--- src/rtl/div_pkg.sv ---
// Shared definitions for the sequential restoring divider: state encodings,
// default operand width and the iteration-counter width helper.
package div_pkg;

  localparam int DEF_WIDTH = 4;

  localparam logic [1:0] ST_IDLE = 2'd0;
  localparam logic [1:0] ST_RUN  = 2'd1;
  localparam logic [1:0] ST_DONE = 2'd2;

  typedef enum logic [1:0] {
    IDLE = ST_IDLE,
    RUN  = ST_RUN,
    DONE = ST_DONE
  } state_t;

  // Counter must hold WIDTH-1; guard the degenerate single-bit case.
  function automatic int cnt_width(input int w);
    return (w > 1) ? $clog2(w) : 1;
  endfunction

  localparam int DEF_CNT_W = cnt_width(DEF_WIDTH);

endpackage

--- src/rtl/restoring_divider_if.sv ---
// Start/done handshake and operand/result bus of the restoring divider.
// Optional macro DIV_ZERO_DETECT_EN adds the dz flag to the bus.
interface restoring_divider_if #(parameter int WIDTH = div_pkg::DEF_WIDTH);

  logic             start;
  logic [WIDTH-1:0] X;
  logic [WIDTH-1:0] Y;
  logic [WIDTH-1:0] Q;
  logic [WIDTH-1:0] R;
  logic             busy;
  logic             done;
`ifdef DIV_ZERO_DETECT_EN
  logic             dz;

  modport master (output start, X, Y, input Q, R, busy, done, dz);
  modport slave  (input start, X, Y, output Q, R, busy, done, dz);
`else
  modport master (output start, X, Y, input Q, R, busy, done);
  modport slave  (input start, X, Y, output Q, R, busy, done);
`endif

endinterface

--- src/rtl/trial_subtractor.sv ---
// Combinational (W+1)-bit trial subtraction: partial remainder minus the
// zero-extended divisor, formed as an add of the inverted divisor with
// carry-in 1. The difference MSB is the borrow because the remainder is
// always below twice the divisor.
module trial_subtractor #(
  parameter int W = 4
) (
  input  logic [W:0]   i_a,
  input  logic [W-1:0] i_b,
  output logic [W:0]   o_diff,
  output logic         o_borrow
);

  logic [W:0] w_b_inv;

  assign w_b_inv  = ~{1'b0, i_b};
  assign o_diff   = i_a + w_b_inv + {{W{1'b0}}, 1'b1};
  assign o_borrow = o_diff[W];

endmodule

--- src/rtl/restoring_divider.sv ---
// Sequential unsigned restoring divider, one quotient bit per clock.
// Handshake outputs (busy/done/Q/R/dz) are registered one cycle behind the
// internal FSM, so done rises WIDTH+1 edges after the accepted start edge.
// Optional macro DIV_ZERO_DETECT_EN: divide-by-zero skips RUN and raises dz.
module restoring_divider import div_pkg::*; #(
  parameter int WIDTH = DEF_WIDTH
) (
  input logic                clk,
  input logic                rst,
  restoring_divider_if.slave bus
);

  localparam int CW = cnt_width(WIDTH);

  state_t           r_state;
  state_t           w_next;
  logic [WIDTH:0]   r_rem;
  logic [WIDTH-1:0] r_dvd;
  logic [WIDTH-1:0] r_div;
  logic [CW-1:0]    r_cnt;
  logic [WIDTH-1:0] r_q;
  logic [WIDTH-1:0] r_r;
  logic             r_busy;
  logic             r_done;
  logic [WIDTH:0]   w_shift;
  logic [WIDTH:0]   w_diff;
  logic             w_borrow;
  logic             w_zero;
`ifdef DIV_ZERO_DETECT_EN
  logic             r_zero;
  logic             r_dz;
`endif

  assign w_shift = {r_rem[WIDTH-1:0], r_dvd[WIDTH-1]};
`ifdef DIV_ZERO_DETECT_EN
  assign w_zero = (bus.Y == {WIDTH{1'b0}});
`else
  assign w_zero = 1'b0;
`endif

  trial_subtractor #(.W(WIDTH)) u_sub (
    .i_a      (w_shift),
    .i_b      (r_div),
    .o_diff   (w_diff),
    .o_borrow (w_borrow)
  );

  // FSM state register.
  always_ff @(posedge clk or posedge rst) begin
    if (rst) r_state <= IDLE;
    else     r_state <= w_next;
  end

  // FSM next-state: start only counts in IDLE; zero divisor may bypass RUN.
  always_comb begin
    w_next = r_state;
    case (r_state)
      IDLE: begin
        if (bus.start) w_next = w_zero ? DONE : RUN;
        else           w_next = IDLE;
      end
      RUN: begin
        if (r_cnt == {CW{1'b0}}) w_next = DONE;
        else                     w_next = RUN;
      end
      DONE:    w_next = IDLE;
      default: w_next = IDLE;
    endcase
  end

  // Datapath: operand capture, shift/trial-subtract iterations, result latch.
  always_ff @(posedge clk or posedge rst) begin
    if (rst) begin
      r_rem <= {(WIDTH+1){1'b0}};
      r_dvd <= {WIDTH{1'b0}};
      r_div <= {WIDTH{1'b0}};
      r_cnt <= {CW{1'b0}};
      r_q   <= {WIDTH{1'b0}};
      r_r   <= {WIDTH{1'b0}};
`ifdef DIV_ZERO_DETECT_EN
      r_zero <= 1'b0;
      r_dz   <= 1'b0;
`endif
    end else begin
      case (r_state)
        IDLE: begin
          if (bus.start) begin
            r_dvd <= bus.X;
            r_div <= bus.Y;
            r_rem <= {(WIDTH+1){1'b0}};
            r_cnt <= CW'(WIDTH-1);
`ifdef DIV_ZERO_DETECT_EN
            r_dz   <= 1'b0;
            r_zero <= w_zero;
            // Zero divisor: preload the architectural result directly.
            if (w_zero) begin
              r_dvd <= {WIDTH{1'b1}};
              r_rem <= {1'b0, bus.X};
            end
`endif
          end
        end
        RUN: begin
          r_rem <= w_borrow ? w_shift : w_diff;
          r_dvd <= {r_dvd[WIDTH-2:0], ~w_borrow};
          r_cnt <= r_cnt - CW'(1);
        end
        DONE: begin
          r_q <= r_dvd;
          r_r <= r_rem[WIDTH-1:0];
`ifdef DIV_ZERO_DETECT_EN
          r_dz <= r_zero;
`endif
        end
        default: begin
          r_cnt <= {CW{1'b0}};
        end
      endcase
    end
  end

  // Registered handshake flags, one cycle behind the FSM state.
  always_ff @(posedge clk or posedge rst) begin
    if (rst) begin
      r_busy <= 1'b0;
      r_done <= 1'b0;
    end else begin
      r_busy <= (r_state == RUN);
      r_done <= (r_state == DONE);
    end
  end

  assign bus.Q    = r_q;
  assign bus.R    = r_r;
  assign bus.busy = r_busy;
  assign bus.done = r_done;
`ifdef DIV_ZERO_DETECT_EN
  assign bus.dz   = r_dz;
`endif

endmodule

--- src/flat_wrapper.sv ---
// flat-port wrapper written by rule: the top's interface ports become plain ports
module restoring_divider_flat import div_pkg::*;
#(
  parameter int WIDTH = DEF_WIDTH
)
  (clk, rst, bus_start, bus_X, bus_Y, bus_Q, bus_R, bus_busy, bus_done);
  restoring_divider_if #(.WIDTH(WIDTH)) bus_i ();
  input logic clk;
  input logic rst;
  input wire logic [$bits(bus_i.start)-1:0] bus_start;
  input wire logic [$bits(bus_i.X)-1:0] bus_X;
  input wire logic [$bits(bus_i.Y)-1:0] bus_Y;
  output wire logic [$bits(bus_i.Q)-1:0] bus_Q;
  output wire logic [$bits(bus_i.R)-1:0] bus_R;
  output wire logic [$bits(bus_i.busy)-1:0] bus_busy;
  output wire logic [$bits(bus_i.done)-1:0] bus_done;
  assign bus_i.start = bus_start;
  assign bus_i.X = bus_X;
  assign bus_i.Y = bus_Y;
  assign bus_Q = bus_i.Q;
  assign bus_R = bus_i.R;
  assign bus_busy = bus_i.busy;
  assign bus_done = bus_i.done;
  restoring_divider #(.WIDTH(WIDTH)) u_core (.clk(clk), .rst(rst), .bus(bus_i));
endmodule
--- config.mk ---
export PLATFORM = sky130hd
export DESIGN_NAME = restoring_divider_flat
export DESIGN_NICKNAME = d
export VERILOG_FILES = /design/src/rtl/div_pkg.sv /design/src/rtl/restoring_divider_if.sv /design/src/rtl/trial_subtractor.sv /design/src/rtl/restoring_divider.sv /design/src/flat_wrapper.sv
export SDC_FILE = /design/constraint.sdc
export NUM_CORES = 1
export LEC_CHECK = 0
export BUFFER_PORTS_ARGS = -buffer_cell sky130_fd_sc_hd__buf_2
export CAP_MARGIN = 5
export CORE_MARGIN = 3
export CORE_UTILIZATION = 45
export CTS_CLUSTER_DIAMETER = 200
export DETAILED_ROUTE_END_ITERATION = 7
export GPL_TIMING_DRIVEN = 0
export PLACE_DENSITY_LB_ADDON = 0.05
export SKIP_CTS_REPAIR_TIMING = 1
export SLEW_MARGIN = 20
export SYNTH_ARGS = -nofsm -noshare
export SYNTH_HDL_FRONTEND = slang
export SYNTH_SLANG_ARGS = --single-unit
--- constraint.sdc ---
create_clock -name clk -period 2.34 [get_ports clk]
set_input_delay 0.117 -clock clk [delete_from_list [all_inputs] [get_ports clk]]
set_output_delay 0.117 -clock clk [all_outputs]
set_load 0.03 [all_outputs]
==> results.ini <==
[outcome]
status=finished with violations
violations=hold timing

[yosys]
yosysMostFrequentCell=dfrtp_1
synth_commonest_cells=dfrtp_1, nand2_1, mux2_2
ys.flop_type=dfrtp_1
synth_edf_count=0
synth_nets=135
synthDominantCellAreaShare=0.4981
syn-cell-area_um2=1306
yosysTopAreaCell=dfrtp_1
synthCells=118
avgSynthCellArea_um2=11.07
yosysSeqAreaShare=0.4981
synth_warnings=0
synthDistinctLibCells=40
synthTopCellsByArea=dfrtp_1, mux2_2, ha_1, nand2_1, mux2i_1
synth_seq_cells=26
ys_async_sr_fraction=1.000

[worst_setup_path]
crit_path_start=u_core.r_dvd[3]
worstSetupEndpointType=flop
worstPathMaxFanout=4
path_class=flop to flop
cpMostUsedCell=inv_1
start_kind=flop
crit_slowest_cell=dfrtp_1
path_buf_inv=2
path_cells=inv_1 -> ha_1 -> inv_1 -> fa_1 -> a211o_1 -> o21ai_2 -> a21oi_1 -> a2111o_1
r2r_slack_ps=230
rr_worst_depth=8
crit_path_end=u_core.r_rem[0]
r2r_start=u_core.r_dvd[3]
max_stage_delay_ps=450
critical-path-top-delay-family=compound AO/OA/AOI/OAI gates
worst-path-stages=8
cp.arrival_ps=2340
timing.rr.end=u_core.r_rem[0]
cp.required_ps=2570

[place]
gp_congestion=0.8487
dp_slack_ps=240.2
numPlacedInstances=168
hpwl_um=1866
buffer_ports.inserted=20

[cts]
clockBufferDepth=2
cts_tree=built
clock-sinks=26
insertion_delay_ps=330
htreeDepth=1
clkTransAtPathRegs_ps=150
cts-buffers-inserted=3
clockRootBuffer=clkbuf_4

[sta]
drv_slew=0
fmax_mhz=473.3
hold_violations=26
setup-violations-final=0
fin_worst_skew_ps=6.561
rsz0062_at_grt=false
fin_crit_sh=0.9030
tightest_slew_ps=963.6
maxSlewHeadroom=0.3569
setup_ws_ps=227.0
fin_hold_ws_ps=-22.05
fin_tns_setup_ps=0
min_period_ps=2113

[drt]
ant_nets=0
vias_per_cell=5.400
firstDrtPassIters=4
drc_errors=0
vias=945
initialDrtViolationCount=23
route.final.wire_length_um=2517
routedWlPerCell_um=14.38

[floorplan]
die_y_um=59.88
start_util=0.5000
core_um2=2613
die_x_um=59.88
rows=18
io_pins=21
die_area_um2=3585

[finish]
regArea_um2=650.6
drive_above_1_share=0.2897
fin_cells=175
fill_cells=256
antenna_cells=0
multi_input_area_um2=590.6
area_growth_pct=16.86
nets=163

[global_route]
overflow=0
track_usage=0.1653
antenna_found_initial=0
grt_pass1_wl_um=4326
grt_pass1_vias=927
grt_max_degree=27

[pwr]
power.density_nw_per_um2=1611
leakage_nw=0.7447
total_power_mw=2.459
ir_drop_uv=887.5

[job]
maxCapViolations=0

[worst_hold_path]
hp-class=primary input to asynchronous set/reset pin

-- per-layer routing --
metal | share of wire | wire length [um] | global-route usage
met3 | 0.049 | 124 | 0.02592
met4 | 0.017 | 43 | 0.08544
met2 | 0.44 | 1102 | 0.2407
met1 | 0.50 | 1247 | 0.2356
met5 | 0 | 0 | 0
-- worst min-delay path by stage --
stage / end / slack (ps) / depth (start not counted)
floorplan: u_core.bus.Q[0] / 160 / 1
global placement: u_core.r_div[3] / 320 / 3
CTS: u_core.r_div[2] / -30 / 3
global route: u_core.r_div[1] / 2 / 3
detailed placement: u_core.r_div[2] / 330 / 3
finish: u_core.r_cnt[1] / -20 / 2
-- state kept, by name, indices dropped and copies added (netlist names) --
register / cells
u_core.r_rem: 4
u_core.bus.Q: 4
u_core.bus.R: 4
u_core.r_state: 2
u_core.r_cnt: 2
u_core.bus.busy: 1
u_core.r_div: 4
u_core.bus.done: 1
u_core.r_dvd: 4
-- kinds of logic after synthesis --
group,Yosys count,share of synthesized area
and+or+nand+nor,29,0.1207
AOI/OAI and AO/OA,28,0.1466
DFF,26,0.4981
buffers and inverters,14,0.04981
muxes,13,0.1082
adders and majority gates,6,0.06322
xor gates and xnor gates,2,0.01341
-- per-stage QoR --
stage	area (um^2)	hold slack, ps	util
final	1526	-22.05	0.5843
after global routing	1526	1.654	0.5843
after CTS	1496	-34.01	0.5728
after detailed placement	1444	326.4	0.5527
after global placement	1444	318.9	0.5527
after floorplan	1306	157.0	-
-- worst reg2reg max path: stages (launching register included) --
cell      delay [ps]
dfrtp_1          450
inv_1             90
ha_1             140
inv_1             60
fa_1             420
a211o_1          330
o21ai_2           90
a21oi_1           60
a2111o_1         390
-- final cells by class --
type | instances | area share
plain buffers | 5 | 0.01885
clock buffers | 3 | 0.01475
clock inverters | 1 | 0.01967
inverters | 9 | 0.02377
multi-input cells | 78 | 0.3869
flip-flops and latches | 26 | 0.4262
well taps | 30 | 0.02459
repair buffers | 23 | 0.08525
-- report_power, final --
part | switching (mW) | total [mW] | internal, mW
Clock | 0.140 | 0.314 | 0.173
Sequential | 0.137 | 0.800 | 0.662
Combinational | 0.784 | 1.34 | 0.561
Total | 1.06 | 2.46 | 1.40
-- cell usage in the layout, fill, tap and decap left out, types with 2 or more instances in the layout --
master | Yosys | layout
buf_2 | 2 | 22
o21ai_0 | 8 | 8
clkbuf_4 | 0 | 3
and2b_2 | 2 | 2
mux2_2 | 9 | 9
dfrtp_1 | 26 | 26
mux2i_1 | 4 | 4
a21oi_1 | 4 | 4
inv_1 | 8 | 8
nor2_1 | 3 | 3
a211o_1 | 2 | 2
o31ai_1 | 2 | 2
nand3b_1 | 2 | 2
ha_1 | 5 | 5
nand2_1 | 11 | 11
clkbuf_1 | 2 | 2
nand3_1 | 2 | 2
o21bai_1 | 3 | 3
dlygate4sd3_1 | 0 | 3
(Power assumes the default switching activity.)
